==> src/rtl/cpu_run_monitor.sv <==
// Run controller and monitor for one or more CPU cores.
// Gates the run, counts cycles/retires, captures the terminating cause.
module cpu_run_monitor #(
  parameter int NUM_CH    = 1,
  parameter int CNT_W     = 32,
  parameter int TIMEOUT   = 100000,
  parameter int DRAIN_CYC = 1,
  localparam int CH_W     = (NUM_CH > 1) ? $clog2(NUM_CH) : 1
) (
  input  logic                    clk,
  input  logic                    rst_,
  input  logic                    start,
  input  logic [NUM_CH-1:0]       halt,
  input  logic [NUM_CH-1:0]       exception,
  input  logic [NUM_CH-1:0]       retire,
  output logic [CNT_W-1:0]        cycle_count,
  output logic [NUM_CH*CNT_W-1:0] retire_count,
  output logic                    running,
  output logic                    done,
  output logic [1:0]              cause,
  output logic [CH_W-1:0]         cause_ch,
  output logic                    illegal_pulse
);

  localparam int DW = (DRAIN_CYC > 1) ? $clog2(DRAIN_CYC + 1) : 1;
  localparam logic [63:0] TO_M1 = 64'(TIMEOUT) - 64'd1;

  localparam logic [1:0] C_NONE = 2'b00;
  localparam logic [1:0] C_HALT = 2'b01;
  localparam logic [1:0] C_EXC  = 2'b10;
  localparam logic [1:0] C_TMO  = 2'b11;

  typedef enum logic [1:0] {
    IDLE,
    RUN,
    DRAIN,
    DONE
  } state_t;

  state_t            state;
  logic [DW-1:0]     drain_cnt;
  logic [CNT_W-1:0]  rc [NUM_CH];

  logic              ev_hit;
  logic              ev_halt;
  logic [CH_W-1:0]   ev_ch;
  logic              to_hit;

  // Descending scan so the lowest active channel is the last assignment.
  always_comb begin
    ev_hit  = 1'b0;
    ev_halt = 1'b0;
    ev_ch   = '0;
    for (int i = NUM_CH - 1; i >= 0; i--) begin
      if (halt[i] | exception[i]) begin
        ev_hit  = 1'b1;
        ev_halt = halt[i];
        ev_ch   = CH_W'(i);
      end
    end
  end

  assign to_hit = (TIMEOUT != 0) &&
                  (64'(cycle_count) == TO_M1);

  for (genvar g = 0; g < NUM_CH; g++) begin : g_rc
    assign retire_count[g*CNT_W +: CNT_W] = rc[g];
  end

  always_ff @(posedge clk or negedge rst_) begin
    if (!rst_) begin
      state         <= IDLE;
      cycle_count   <= '0;
      drain_cnt     <= '0;
      cause         <= C_NONE;
      cause_ch      <= '0;
      running       <= 1'b0;
      done          <= 1'b0;
      illegal_pulse <= 1'b0;
      for (int i = 0; i < NUM_CH; i++) rc[i] <= '0;
    end else begin
      illegal_pulse <= 1'b0;

      // running mirrors RUN/DRAIN, where all counters advance.
      if (running) begin
        if (cycle_count != '1)
          cycle_count <= cycle_count + 1'b1;
        for (int i = 0; i < NUM_CH; i++) begin
          if (retire[i] && rc[i] != '1)
            rc[i] <= rc[i] + 1'b1;
        end
      end

      unique case (state)
        IDLE: begin
          if (start) begin
            state   <= RUN;
            running <= 1'b1;
          end
        end
        RUN: begin
          if (ev_hit | to_hit) begin
            if (ev_hit) begin
              cause         <= ev_halt ? C_HALT : C_EXC;
              cause_ch      <= ev_ch;
              illegal_pulse <= ~ev_halt;
            end else begin
              cause    <= C_TMO;
              cause_ch <= '0;
            end
            drain_cnt <= DW'(DRAIN_CYC);
            if (DRAIN_CYC == 0) begin
              state   <= DONE;
              running <= 1'b0;
              done    <= 1'b1;
            end else begin
              state <= DRAIN;
            end
          end
        end
        DRAIN: begin
          if (drain_cnt == DW'(1)) begin
            state   <= DONE;
            running <= 1'b0;
            done    <= 1'b1;
          end else begin
            drain_cnt <= drain_cnt - 1'b1;
          end
        end
        DONE: begin
          if (start) begin
            state       <= RUN;
            running     <= 1'b1;
            done        <= 1'b0;
            cycle_count <= '0;
            cause       <= C_NONE;
            cause_ch    <= '0;
            for (int i = 0; i < NUM_CH; i++) rc[i] <= '0;
          end
        end
      endcase
    end
  end

endmodule
==> config.mk <==
export PLATFORM = sky130hd
export DESIGN_NAME = cpu_run_monitor
export DESIGN_NICKNAME = d
export VERILOG_FILES = /design/src/rtl/cpu_run_monitor.sv
export SDC_FILE = /design/constraint.sdc
export NUM_CORES = 1
export LEC_CHECK = 0
export CAP_MARGIN = 5
export CORE_UTILIZATION = 53
export DETAILED_ROUTE_END_ITERATION = 8
export PLACE_DENSITY = 0.77
export SYNTH_ARGS = -nofsm -noshare
export SYNTH_HDL_FRONTEND = slang
export SYNTH_SLANG_ARGS = --single-unit
==> constraint.sdc <==
create_clock -name clk -period 2.4 [get_ports clk]
set_input_delay 0.48 -clock clk [delete_from_list [all_inputs] [get_ports clk]]
set_output_delay 0.48 -clock clk [all_outputs]
set_load 0.05 [all_outputs]
# Yosys cells after proc, flatten, opt, wreduce, memory -nomap -nowiden
# Index checks and enable logic that the tools add are counted.
[op_classes] addsub=3 n_eq_ne=10 mux=33 n_bitwise=3 n_reduce_logical=12
[op_table] operator="32-bit two-way mux" n=8
[op_table] operator="32-bit by 1-bit adder with 32-bit output, second input constant" n=2
[op_table] operator="32-bit inequality test, second input constant" n=2
[op_table] operator="32-bit by 17-bit == test with 1-bit output, second input constant" n=1
[op_table] operator="2-bit two-way mux" n=7
[op_table] operator="1-bit two-way mux" n=12
[op_table] operator="3-bit AND reduction" n=4
[op_table] operator="1-bit case mux with 2 select lines" n=4
[op_table] operator="2-bit nonzero test" n=4
[op_table] operator="2-bit inequality test, second input constant" n=3
[op_table] operator="2-bit case mux with 3 select lines" n=1
[op_table] operator="2-bit == test, second input constant" n=2
[op_table] operator="2-bit case mux with 2 select lines" n=1
[op_table] operator="2-bit by 1-bit == test with 1-bit output, second input constant" n=1
[op_table] operator="2-bit logical NOT" n=1
[op_table] operator="2-bit by 1-bit inequality test with 1-bit output, second input constant" n=1
[op_table] operator="1-bit bitwise OR" n=2
[op_table] operator="2-bit AND reduction" n=1
[op_table] operator="2-bit OR reduction" n=1
[op_table] operator="1-bit logical AND" n=1
[op_table] operator="1-bit inverter" n=1
[op_table] operator="1-bit subtractor, second input constant" n=1
[totals] ff_bits=73 input_bits=6 output_inout_bits=70 elab_cells=70

# Longest topological paths before layout
[depth] word_depth=6 ltp_mapped=9 depth_no_buf=6

# Worst setup path after synthesis
# Ideal clock, no wire load.
[synth_path] kind="register -> register" start="reg cycle_count[0]" end="reg cycle_count[30]" t_arrival_ns=2.356 setup_slack_ns=-0.034 stages_incl_launch_ff=7 cell_sequence="dfrtp_1 ha_1 nand4_1 or3_1 a211o_1 or3_1 a21oi_1"
[synth_between] elab_chain_len=5 elab_cells_between_ends=6 classes_between="1 x add/sub; 1 x eq/ne; 4 x mux"
[synth_rtl] element="start, declared" line="16" rtl="output logic [CNT_W-1:0] cycle_count,"
[synth_rtl] element="start signal, assigned" line="87" rtl="cycle_count <= cycle_count + 1'b1;"
[synth_rtl] element="32-bit by 1-bit adder with 32-bit output or 32-bit inequality test (tied branches)" line="87, 86"
[synth_rtl] element="32-bit two-way mux *" line="86" rtl="if (cycle_count != '1)"
[synth_rtl] element="32-bit two-way mux *" line="85" rtl="if (running) begin"
[synth_rtl] element="32-bit two-way mux" line="131" rtl="if (start) begin"
[synth_rtl] element="32-bit two-way mux *" line="94" rtl="unique case (state)"
# Mark *: on every way between the ends. The rest lies on a longest branch, timed or not.
# A chain may end at the register's enable or synchronous reset.

# Worst setup path after layout
[layout_path] start="in retire" end="reg rc (netlist bit retire_count[20])"
[layout_between] elab_chain_len=5
[layout_rtl] element="start, declared" line="15" rtl="input logic [NUM_CH-1:0] retire,"
[layout_rtl] element="1-bit logical AND *" line="89" rtl="if (retire[i] && rc[i] != '1)"
[layout_rtl] element="32-bit two-way mux *" line="89"
[layout_rtl] element="32-bit two-way mux *" line="85"
[layout_rtl] element="32-bit two-way mux" line="131"
[layout_rtl] element="32-bit two-way mux *" line="94"
[layout_rtl] element="end signal, assigned by index" line="90" rtl="rc[i] <= rc[i] + 1'b1;"
[layout_rtl] element="end, declared" line="42" rtl="logic [CNT_W-1:0] rc [NUM_CH];"
# Marks and branches as above.

==> impl_metrics.toml <==
[cts]
clock_latency_on_the_worst_skew_pair_ns = 0.35
path_clk_slew_ns = 0.08
cts_made_buffers = 9
htreeDepth = 3
sinks_on_the_clock_net = 72
clock_tree_from_tritoncts = "yes"
post-cts-setup-buffer-count = 0
cts-root-buf = "sky130_fd_sc_hd__clkbuf_8"
clock_tree.buffer_depth = 2

[worst_setup_path]
ff2ff_path_depth = 5
cp_slowest_cell = "sky130_fd_sc_hd__or4_4"
critPathMaxStageDelay_ns = 0.56
r2r-end = "retire_count[20]"
rr_startpoint = "retire_count[3]"
path_class = "input pin to flop"
critical_path.max_fanout = 10
kind_of_cell_adding_the_most_delay_to_the_critical_path = "simple AND/OR/NAND/NOR gates"
crit_arrival_ns = 2.53
worst_ep_required_time_ns = 2.68
timing.critical_path.buf_inv = 1
cell_chain_critical_path = "clkdlybuf4s50_1 -> nand2_1 -> or4_4 -> a211o_4 -> or4_1 -> nand2_1"
critPathMostFrequentCell = "sky130_fd_sc_hd__nand2_1"
critPathLaunchType = "input pin"
r2r_setup_slack_ns = 0.19
setup.worst_path.end_class = "flop"

[power]
cellPowerDensity_nw_per_um2 = 688
clkPwrFrac = 0.321
net-switching-power_w = 0.00128
vdd.ir_drop.worst_uv = 695
share_comb_of_total_power = 0.293
internal_portion_of_total_power_w = 0.00242
seq_power_share = 0.386
total_leakage_power_nw = 2.09
netSwitchingFraction = 0.346

[die]
floorplan.die.width_microns = 89.7
initial_core_util = 0.556
top_level_ports = 76
core_area_sq_um = 7330
die_area_sq_um = 8050
placement_rows = 31
die_height_microns = 89.7

[layout]
layout.nets = 566
syn_to_final_growth_pct = 31.7
diodes = 0
final_util = 0.733
nFillCells = 544
multiInputGateArea_sq_um = 2160
post_route_cells_drive_above_1_share = 0.118
register_area_sq_um = 1810

[outcome]
result_of_the_run = "finished clean"

[timing]
timing.max_slew.rel_slack = 0.617
post_route_clock_period_utilization = 0.936
setup_viol = 0
final_hold_vios = 0
period_minus_slack_ns = 2.25
timing.clock.skew_ns = 0.00916
worstMarginPinSlew_ns = 0.569
report.final.slew_viol_count = 0
hold_ws_ns = 0.153
grt_setup_unrepaired = "no"
max_freq_mhz = 445

[route]
drc = 0
dr.first_iter.drc_count = 228
num_vias = 4217
detailedRoute.firstPassIterationCount = 5
average_vias_per_placed_instance = 6.41
postRouteAntennaNets = 0
postRouteWirelength_microns = 11200
avgRoutedWirePerCell_microns = 17.1

[logic_synthesis]
yosysMostFrequentCell = "sky130_fd_sc_hd__dfrtp_1"
number_of_warnings_reported_in_the_yosys_synthesis_log = 0
synth.top_cells.by_count = "sky130_fd_sc_hd__dfrtp_1, sky130_fd_sc_hd__a21oi_1, sky130_fd_sc_hd__nand2_1, sky130_fd_sc_hd__o21ai_0, sky130_fd_sc_hd__or3_1"
synth_area_per_cell_sq_um = 8.94
mappedNetlistNets = 468
yosys.cell_types.count = 55
synth-seq-cells = 72
post_synth_top_area_cell = "sky130_fd_sc_hd__dfrtp_1"
synth_area_sq_um = 4080
synth-edff-count = 0
synth_area_leaders = "sky130_fd_sc_hd__dfrtp_1, sky130_fd_sc_hd__a21oi_1, sky130_fd_sc_hd__or3_1"
synth.top_cell.area_share = 0.442
synth-async-reset-ratio = 1.00
ys_seq_area_frac = 0.442
synth-main-ff-cell = "sky130_fd_sc_hd__dfrtp_1"
syn_inst = 456

[min_path]
holdCritPathClass = "input pin to asynchronous set/reset pin"

[global_route]
first_global_vias = 4057
grt_antenna_before_repair = 0
grt-ovfl-total = 0
grt_pass1_wl_microns = 19200
maximum_number_of_pins_on_one_net_before_global_route_repair = 73
global_route.usage.total = 0.293

[place]
place.gp.congestion = 0.869
dpl.hpwl_microns = 7850
io_buffer_count = 74

[run]
maxCapViolCount = 0
[cells by family after synthesis]
logic type | after synthesis | share of synthesized area
buf+inv | 31 | 0.0316
other cells | 1 | 0.000919
flops | 72 | 0.442
mux | 3 | 0.00736
compound gates | 123 | 0.189
xor+xnor | 8 | 0.0172
simple gates | 212 | 0.294
fa+ha+maj | 6 | 0.0184
[power groups by stage]
stage	logic, W	registers, W	clock network [W]
after floorplan	0.000461	0.00166	0
after global placement	0.00105	0.00144	0
after detailed placement	0.00107	0.00145	0
after CTS	0.00108	0.00142	0.00119
after global routing	0.00117	0.00144	0.00125
final	0.00108	0.00143	0.00119
[placed cells by master (no fill, tap or decap), drive strengths merged, types with 4 or more instances in the layout]
| cell type | count |
|---|---|
| nand2b | 8 |
| o21ai | 35 |
| nor2 | 22 |
| xor2 | 5 |
| or3 | 32 |
| o41ai | 4 |
| buf | 34 |
| dfrtp | 72 |
| clkdlybuf4s50 | 73 |
| nor4 | 13 |
| nand3 | 29 |
| nand4 | 26 |
| a21oi | 41 |
| inv | 11 |
| or4 | 17 |
| nand2 | 38 |
| ha | 6 |
| o31ai | 11 |
| nor3 | 10 |
| o211ai | 9 |
| clkbuf | 11 |
| and4 | 4 |
[state kept, by name (all words and copies together) (netlist names)]
name and count:
cause 2, state 2, running 1, cycle_count 32, retire_count 32, illegal_pulse 1
drain_cnt 1, done 1
[per-layer routing]
metal / global-route usage / share of wire / up-vias
met4: 0.105 / 0.016 / 0
met3: 0.0592 / 0.077 / 19
met5: 0 / 0 / -
met2: 0.459 / 0.47 / 196
met1: 0.404 / 0.44 / 2056
li1: - / - / 1946
[layout make-up]
class                           instances  area share
Clock buffer                           11      0.0263
Clock inverter                          5      0.0193
Inverter                               11     0.00768
Multi-Input combinational cell        353       0.402
Sequential cell                        72       0.336
Tap cell                               99      0.0231
Timing Repair Buffer                  107       0.185
[worst register-to-register path: cells and delay by family (launching register included)]
family	cells	cell delay, ns
DFF	1	0.46
AOI/OAI and AO/OA	1	0.37
and+or+nand+nor	4	1.33
[how the worst max path moves through the flow]
stage / to / from / depth (start not counted) / slack, ns
after floorplan: retire_count[20] / retire_count[11] / 5 / 0.02
after global placement: retire_count[20] / retire / 6 / -0.16
after detailed placement: retire_count[20] / retire / 6 / -0.21
after CTS: running / running / 1 / 0.11
after global routing: retire_count[21] / retire_count[14] / 6 / 0.02
final: retire_count[20] / retire / 6 / 0.15
[timing repair]
action	in CTS	in global routing
hold buffers	0	0
setup endpoints to repair	1	8
gates resized for setup	1	2
[stage by stage]
| stage | setup slack (ns) | power [W] | setup TNS [ns] | area [sq um] | cells |
|---|---|---|---|---|---|
| final | 0.154 | 0.00370 | 0 | 5370 | 658 |
| after global routing | 0.0189 | 0.00387 | 0 | 5370 | 658 |
| after global placement | -0.163 | 0.00250 | -0.652 | 5120 | 642 |
| after floorplan | 0.0226 | 0.00212 | 0 | 4080 | 456 |
| after detailed placement | -0.214 | 0.00252 | -1.17 | 5120 | 642 |
| after CTS | 0.112 | 0.00370 | 0 | 5370 | 658 |
Power figures use the tool's default switching activity.
